$ cat src/rtl/mult_display_controller.sv
// ---------------------------------------------------------------------------
// mult_display_controller
//
// Drives the 3-bit input of the seven-segment encoder attached to the 8x8
// sequential multiplier. While a multiplication runs it shows the step
// counter (codes 0..3). After completion it blinks the final step, then
// blanks the display after a hold period. A step count that does not advance
// by exactly one (mod 4) latches an error code until the next start.
//
// Ports:
//   clk      in   1  system clock, rising edge
//   reset_a  in   1  asynchronous active-low reset
//   start    in   1  begins or restarts a run (highest priority)
//   step_en  in   1  multiplier advanced its step counter this cycle
//   count    in   2  multiplier step counter, valid with step_en
//   done     in   1  multiplier completion flag (lowest priority)
//   seg_sel  out  3  code for the seven-segment encoder
//   busy     out  1  high while a run is in progress
//   err      out  1  high while the error code is latched
//   state_o  out  2  FSM state: IDLE=0, RUN=1, DONE=2, ERR=3
//
// All outputs come straight from flops.
// ---------------------------------------------------------------------------
module mult_display_controller #(
  parameter int         BLINK_DIV   = 4,
  parameter int         HOLD_CYCLES = 16,
  parameter logic [2:0] BLANK_CODE  = 3'b100,
  parameter logic [2:0] ERR_CODE    = 3'b111
) (
  input  logic       clk,
  input  logic       reset_a,
  input  logic       start,
  input  logic       step_en,
  input  logic [1:0] count,
  input  logic       done,
  output logic [2:0] seg_sel,
  output logic       busy,
  output logic       err,
  output logic [1:0] state_o
);

  localparam logic [1:0] S_IDLE = 2'd0;
  localparam logic [1:0] S_RUN  = 2'd1;
  localparam logic [1:0] S_DONE = 2'd2;
  localparam logic [1:0] S_ERR  = 2'd3;

  // A parameter of 1 would give $clog2 = 0; keep at least one bit.
  localparam int BLINK_W = (BLINK_DIV   > 1) ? $clog2(BLINK_DIV)   : 1;
  localparam int HOLD_W  = (HOLD_CYCLES > 1) ? $clog2(HOLD_CYCLES) : 1;

  localparam logic [BLINK_W-1:0] BLINK_LAST = BLINK_W'(BLINK_DIV - 1);
  localparam logic [HOLD_W-1:0]  HOLD_LAST  = HOLD_W'(HOLD_CYCLES - 1);
  localparam logic [BLINK_W-1:0] BLINK_ONE  = BLINK_W'(1);
  localparam logic [HOLD_W-1:0]  HOLD_ONE   = HOLD_W'(1);

  logic [1:0]         state_q,    state_d;
  logic [2:0]         seg_sel_q,  seg_sel_d;
  logic               busy_q,     busy_d;
  logic               err_q,      err_d;
  logic [1:0]         last_cnt_q, last_cnt_d;
  logic [BLINK_W-1:0] blink_q,    blink_d;
  logic [HOLD_W-1:0]  hold_q,     hold_d;
  logic               phase_q,    phase_d;   // 1 = digit visible

  // Expected next step value; the 2-bit add wraps 3 -> 0 naturally.
  logic [1:0] next_cnt;
  logic       step_ok;

  assign next_cnt = last_cnt_q + 2'd1;
  assign step_ok  = (count == next_cnt);

  always_comb begin
    state_d    = state_q;
    seg_sel_d  = seg_sel_q;
    last_cnt_d = last_cnt_q;
    blink_d    = blink_q;
    hold_d     = hold_q;
    phase_d    = phase_q;

    if (start) begin
      // Start wins in every state, including a restart from RUN.
      state_d    = S_RUN;
      seg_sel_d  = 3'b000;
      last_cnt_d = 2'd0;
    end else begin
      case (state_q)
        S_IDLE: begin
          seg_sel_d = BLANK_CODE;
        end

        S_RUN: begin
          if (step_en) begin
            if (step_ok) begin
              last_cnt_d = count;
              seg_sel_d  = {1'b0, count};
              // A valid final step arriving together with done is shown
              // as the completed value.
              if (done) begin
                state_d = S_DONE;
                blink_d = '0;
                hold_d  = '0;
                phase_d = 1'b1;
              end
            end else begin
              state_d   = S_ERR;
              seg_sel_d = ERR_CODE;
            end
          end else if (done) begin
            state_d   = S_DONE;
            seg_sel_d = {1'b0, last_cnt_q};
            blink_d   = '0;
            hold_d    = '0;
            phase_d   = 1'b1;
          end
        end

        S_DONE: begin
          if (hold_q == HOLD_LAST) begin
            state_d   = S_IDLE;
            seg_sel_d = BLANK_CODE;
            blink_d   = '0;
            hold_d    = '0;
            phase_d   = 1'b1;
          end else begin
            hold_d = hold_q + HOLD_ONE;
            if (blink_q == BLINK_LAST) begin
              blink_d   = '0;
              phase_d   = ~phase_q;
              seg_sel_d = phase_q ? BLANK_CODE : {1'b0, last_cnt_q};
            end else begin
              blink_d   = blink_q + BLINK_ONE;
              seg_sel_d = phase_q ? {1'b0, last_cnt_q} : BLANK_CODE;
            end
          end
        end

        S_ERR: begin
          seg_sel_d = ERR_CODE;
        end

        default: begin
          state_d   = S_IDLE;
          seg_sel_d = BLANK_CODE;
        end
      endcase
    end

    // Status flags are registered copies of the next state.
    busy_d = (state_d == S_RUN);
    err_d  = (state_d == S_ERR);
  end

  always_ff @(posedge clk or negedge reset_a) begin
    if (!reset_a) begin
      state_q    <= S_IDLE;
      seg_sel_q  <= BLANK_CODE;
      busy_q     <= 1'b0;
      err_q      <= 1'b0;
      last_cnt_q <= 2'd0;
      blink_q    <= '0;
      hold_q     <= '0;
      phase_q    <= 1'b1;
    end else begin
      state_q    <= state_d;
      seg_sel_q  <= seg_sel_d;
      busy_q     <= busy_d;
      err_q      <= err_d;
      last_cnt_q <= last_cnt_d;
      blink_q    <= blink_d;
      hold_q     <= hold_d;
      phase_q    <= phase_d;
    end
  end

  assign seg_sel = seg_sel_q;
  assign busy    = busy_q;
  assign err     = err_q;
  assign state_o = state_q;

endmodule

$ cat config.mk
export PLATFORM = sky130hd
export DESIGN_NAME = mult_display_controller
export DESIGN_NICKNAME = d
export VERILOG_FILES = /design/src/rtl/mult_display_controller.sv
export SDC_FILE = /design/constraint.sdc
export NUM_CORES = 1
export LEC_CHECK = 0
export ABC_CLOCK_PERIOD_IN_PS = 5150
export BUFFER_PORTS_ARGS = -buffer_cell sky130_fd_sc_hd__buf_2
export CORE_MARGIN = 2
export CORE_UTILIZATION = 50
export DETAILED_ROUTE_END_ITERATION = 16
export PLACE_DENSITY = 0.69
export SLEW_MARGIN = 40
export SYNTH_ARGS = -nofsm -noshare
export SYNTH_HDL_FRONTEND = slang
export SYNTH_SLANG_ARGS = --single-unit
$ cat constraint.sdc
create_clock -name clk -period 5.15 [get_ports clk]
set_input_delay 0.515 -clock clk [delete_from_list [all_inputs] [get_ports clk]]
set_output_delay 0.515 -clock clk [all_outputs]
set_load 0.05 [all_outputs]
==> metrics.txt <==
largest family of logic cells by synthesized area=simple AND/OR/NAND/NOR gates; num rows=15; Req. time, crit path=about 5.4 ns; Final Hold Fails=0; Pleak=0.521 nW; post-synthesis xor/xnor area fraction=1.88%; cts repair resizes=0; min Tclk post-route=2.02 ns; Critical Path Fanout Max=9; Starting Density=a little over half; Overflow after GRT=0; worst reg-to-reg setup slack=approximately 3.1 ns; share of cells above drive strength 1=21.9%; Post-synth EDFFs=0; CP cell instances=xnor2_1, mux2_4, a211o_2, or3_1, nand2_1; # hold bufs at CTS=0; syn nets=around 110; Synthesis Warnings=0; outcome=finished, final reports clean; CP max-delay cell=dfrtp_1; P&R area growth vs syn=12.6%; Adder-Cell Fraction of Synth Area=just over 8%; post-synthesis mux area share=slightly below 5%; Synth cell types=35; Vias/cell=approximately 5.4; busiest grt layer=met1; fmax=496 MHz; Slew HR=between 60 and 70%; Post CTS Setup Buffer Count=0; top cells by area, synth=dfrtp_1 (38%), ha_1 (8.0%), dfstp_2 (5.6%); reg2reg path depth=5; Fillers=166; GRT Util Overall=about a fifth; Die Height=47.2 um; kind of critical path=reg -> reg; Synth Area in Simple Gates=about a fifth; CTS tree=yes; dominant cell type by area after synthesis=dfrtp_1; GR Layer Usage met1=between 20 and 30%; Inst Count DP=around 140; I/O pins=14; leading register cell type out of synthesis=dfrtp_1; crit end category=flip-flop; Gate power share=50.6%; Clock Path Buffers=2; DIE WIDTH=approximately 47 um; share of the synthesized area in the top cell type=roughly 38%; WL final=about 1.8 mm; Reg2Reg Launch Point=last_cnt_q[1]$_DFFE_PN0P_; first-pass GRT wire length=roughly 2.8 mm; Synth Instances=99; syn avg cell area=approximately 9.4 um^2; Setup crit start kind=flip-flop; final setup fails=0; PwrDens=a little over 500 mW/mm^2; Sw Ratio=about 46%; via count=roughly 750; setup TNS=0 ns; diode count=0; Worst-Margin Slew=~0.5 ns; Hold Slack=between 0.1 and 0.15 ns; Final Cycle Share=39.1%; Max stage delay on crit path=~0.43 ns; fraction of registers with async set/reset=100%; drt first pass iters=4; Final ANT Viol Nets=0; P_int=approximately 0.00029 W; vias in the first global route=approximately 660; Detail Placement HPWL=about 1.3 mm; Slew Viols, Final=0; Layout Nets=about 130; part of the power in registers=33.7%; CTS Sinks=16; met3 Resource Use GR=~3.8%; NetSw=0.000243 W; antenna violations before repair=0; H-tree lvl count=1; Crit path arrival time=between 2 and 2.5 ns; Die ar.=~0.0022 mm^2; maximum VDD drop=345 uV; Mapped Area=just over 900 um^2; sequential cell area fraction in the yosys report=a little over two fifths; # DRC=0; Root Buffer Master=clkbuf_4; Initial DRC Count=13; wire length per cell=between 10 and 15 um; top cells by count, synth=dfrtp_1 (14), nand2_1 (11), o21ai_0 (7); port buffer count=13; core area=0.00175 mm^2; FF+latch count, synth=16; Worst-Skew Late Latency=0.29 ns; count leader, synth=dfrtp_1; final non-filler cell total=139; Final Wtd Congestion=slightly below 0.8; maxcap violations=0; largest net degree at the start of global routing=17; RSZ-0062 raised after global routing=false; terminus of the critical flop-to-flop path=hold_q[0]$_DFFE_PN0P_; complex-gate fraction of the synthesized area=between 10% and 20%; met2 usage=between 20% and 30%; Min-Delay Path Class=in -> async; CTS buffer count=3; Clk pwr share=between 10% and 20%; clock skew=between 0.003 and 0.004 ns; clock slew at reported path FFs=0.09 ns
[worst max path at each step]
| stage | startpoint | slack [ns] | cells past startpoint | endpoint |
|---|---|---|---|---|
| floorplan | state_o[1]$_DFF_PN0_ | 2.99 | 7 | busy$_DFF_PN0_ |
| global placement | count[1] | 3.04 | 6 | hold_q[0]$_DFFE_PN0P_ |
| detailed placement | count[1] | 3.00 | 6 | hold_q[0]$_DFFE_PN0P_ |
| CTS | last_cnt_q[1]$_DFFE_PN0P_ | 3.16 | 5 | hold_q[0]$_DFFE_PN0P_ |
| global route | last_cnt_q[1]$_DFFE_PN0P_ | 3.04 | 5 | hold_q[0]$_DFFE_PN0P_ |
| finish | last_cnt_q[1]$_DFFE_PN0P_ | 3.13 | 5 | hold_q[0]$_DFFE_PN0P_ |
[area by class of cell]
cell class	count	area [um^2]	share of cell area [%]
well taps	25	31.3	2.98
multi-input cells	75	493	46.9
clock buffers	4	36.3	3.45
inverters	6	22.5	2.14
flip-flops and latches	16	403	38.3
repair buffers	13	65.1	6.19
[metal layers]
layer,routed length (um),vias to the layer above
li1,-,384
met1,899,344
met5,0,-
met2,779,19
met3,56,6
met4,39,0
[power by group through the flow]
stage / combinational, W / sequential (W) / clock [W]
floorplan: 0.000132 / 0.000258 / 0
global placement: 0.000265 / 0.000180 / 0
detailed placement: 0.000266 / 0.000181 / 0
CTS: 0.000268 / 0.000179 / 0.0000866
global route: 0.000294 / 0.000183 / 0.0000908
finish: 0.000267 / 0.000178 / 0.0000832
[logic make-up after synthesis]
group           Yosys count
compound gates           27
xor+xnor                  2
fa+ha+maj                 6
buf+inv                   8
flops                    16
mux                       4
simple gates             36
[metrics by stage]
| stage | cell area, um^2 | setup WS (ns) | total power, W | util (%) |
|---|---|---|---|---|
| 6_report | 1050 | 3.13 | 0.000529 | 60.2 |
| 5_1_grt | 1050 | 3.04 | 0.000567 | 60.2 |
| 4_1_cts | 1050 | 3.16 | 0.000533 | 60.2 |
| 3_5_place_dp | 1010 | 3.00 | 0.000447 | 58.1 |
| 3_3_place_gp | 1010 | 3.04 | 0.000444 | 58.1 |
| 2_1_floorplan | 933 | 2.99 | 0.000389 | - |
[flip-flops by register name, summed over array words and instances (netlist names)]
| signal | cells |
|---|---|
| busy | 1 |
| state_o | 2 |
| blink_q | 2 |
| err | 1 |
| seg_sel | 3 |
| last_cnt_q | 2 |
| phase_q | 1 |
| hold_q | 4 |
[worst max-delay path: cells and delay by family, from the launching register on]
| kind | cells | cell delay (ns) |
|---|---|---|
| compound gates | 1 | 0.41 |
| mux | 1 | 0.37 |
| simple gates | 2 | 0.38 |
| xor+xnor | 1 | 0.37 |
| flops | 1 | 0.43 |
[cells in the final DEF (no fill, tap or decap), types with 2 or more instances in the layout]
master and n:
a211oi_1 2, a21o_2 2, a21oi_1 6, a31oi_1 4, buf_2 13, clkbuf_4 3
dfrtp_1 14, dfstp_2 2, ha_1 6, inv_1 6, mux2i_1 3, nand2_1 11
nand3_1 4, nand4_1 2, nor2_1 5, nor3_1 2, o21ai_0 7, o31ai_1 2
or2b_1 2, or3_1 2
Note: power is estimated with default switching activity, not from simulation.
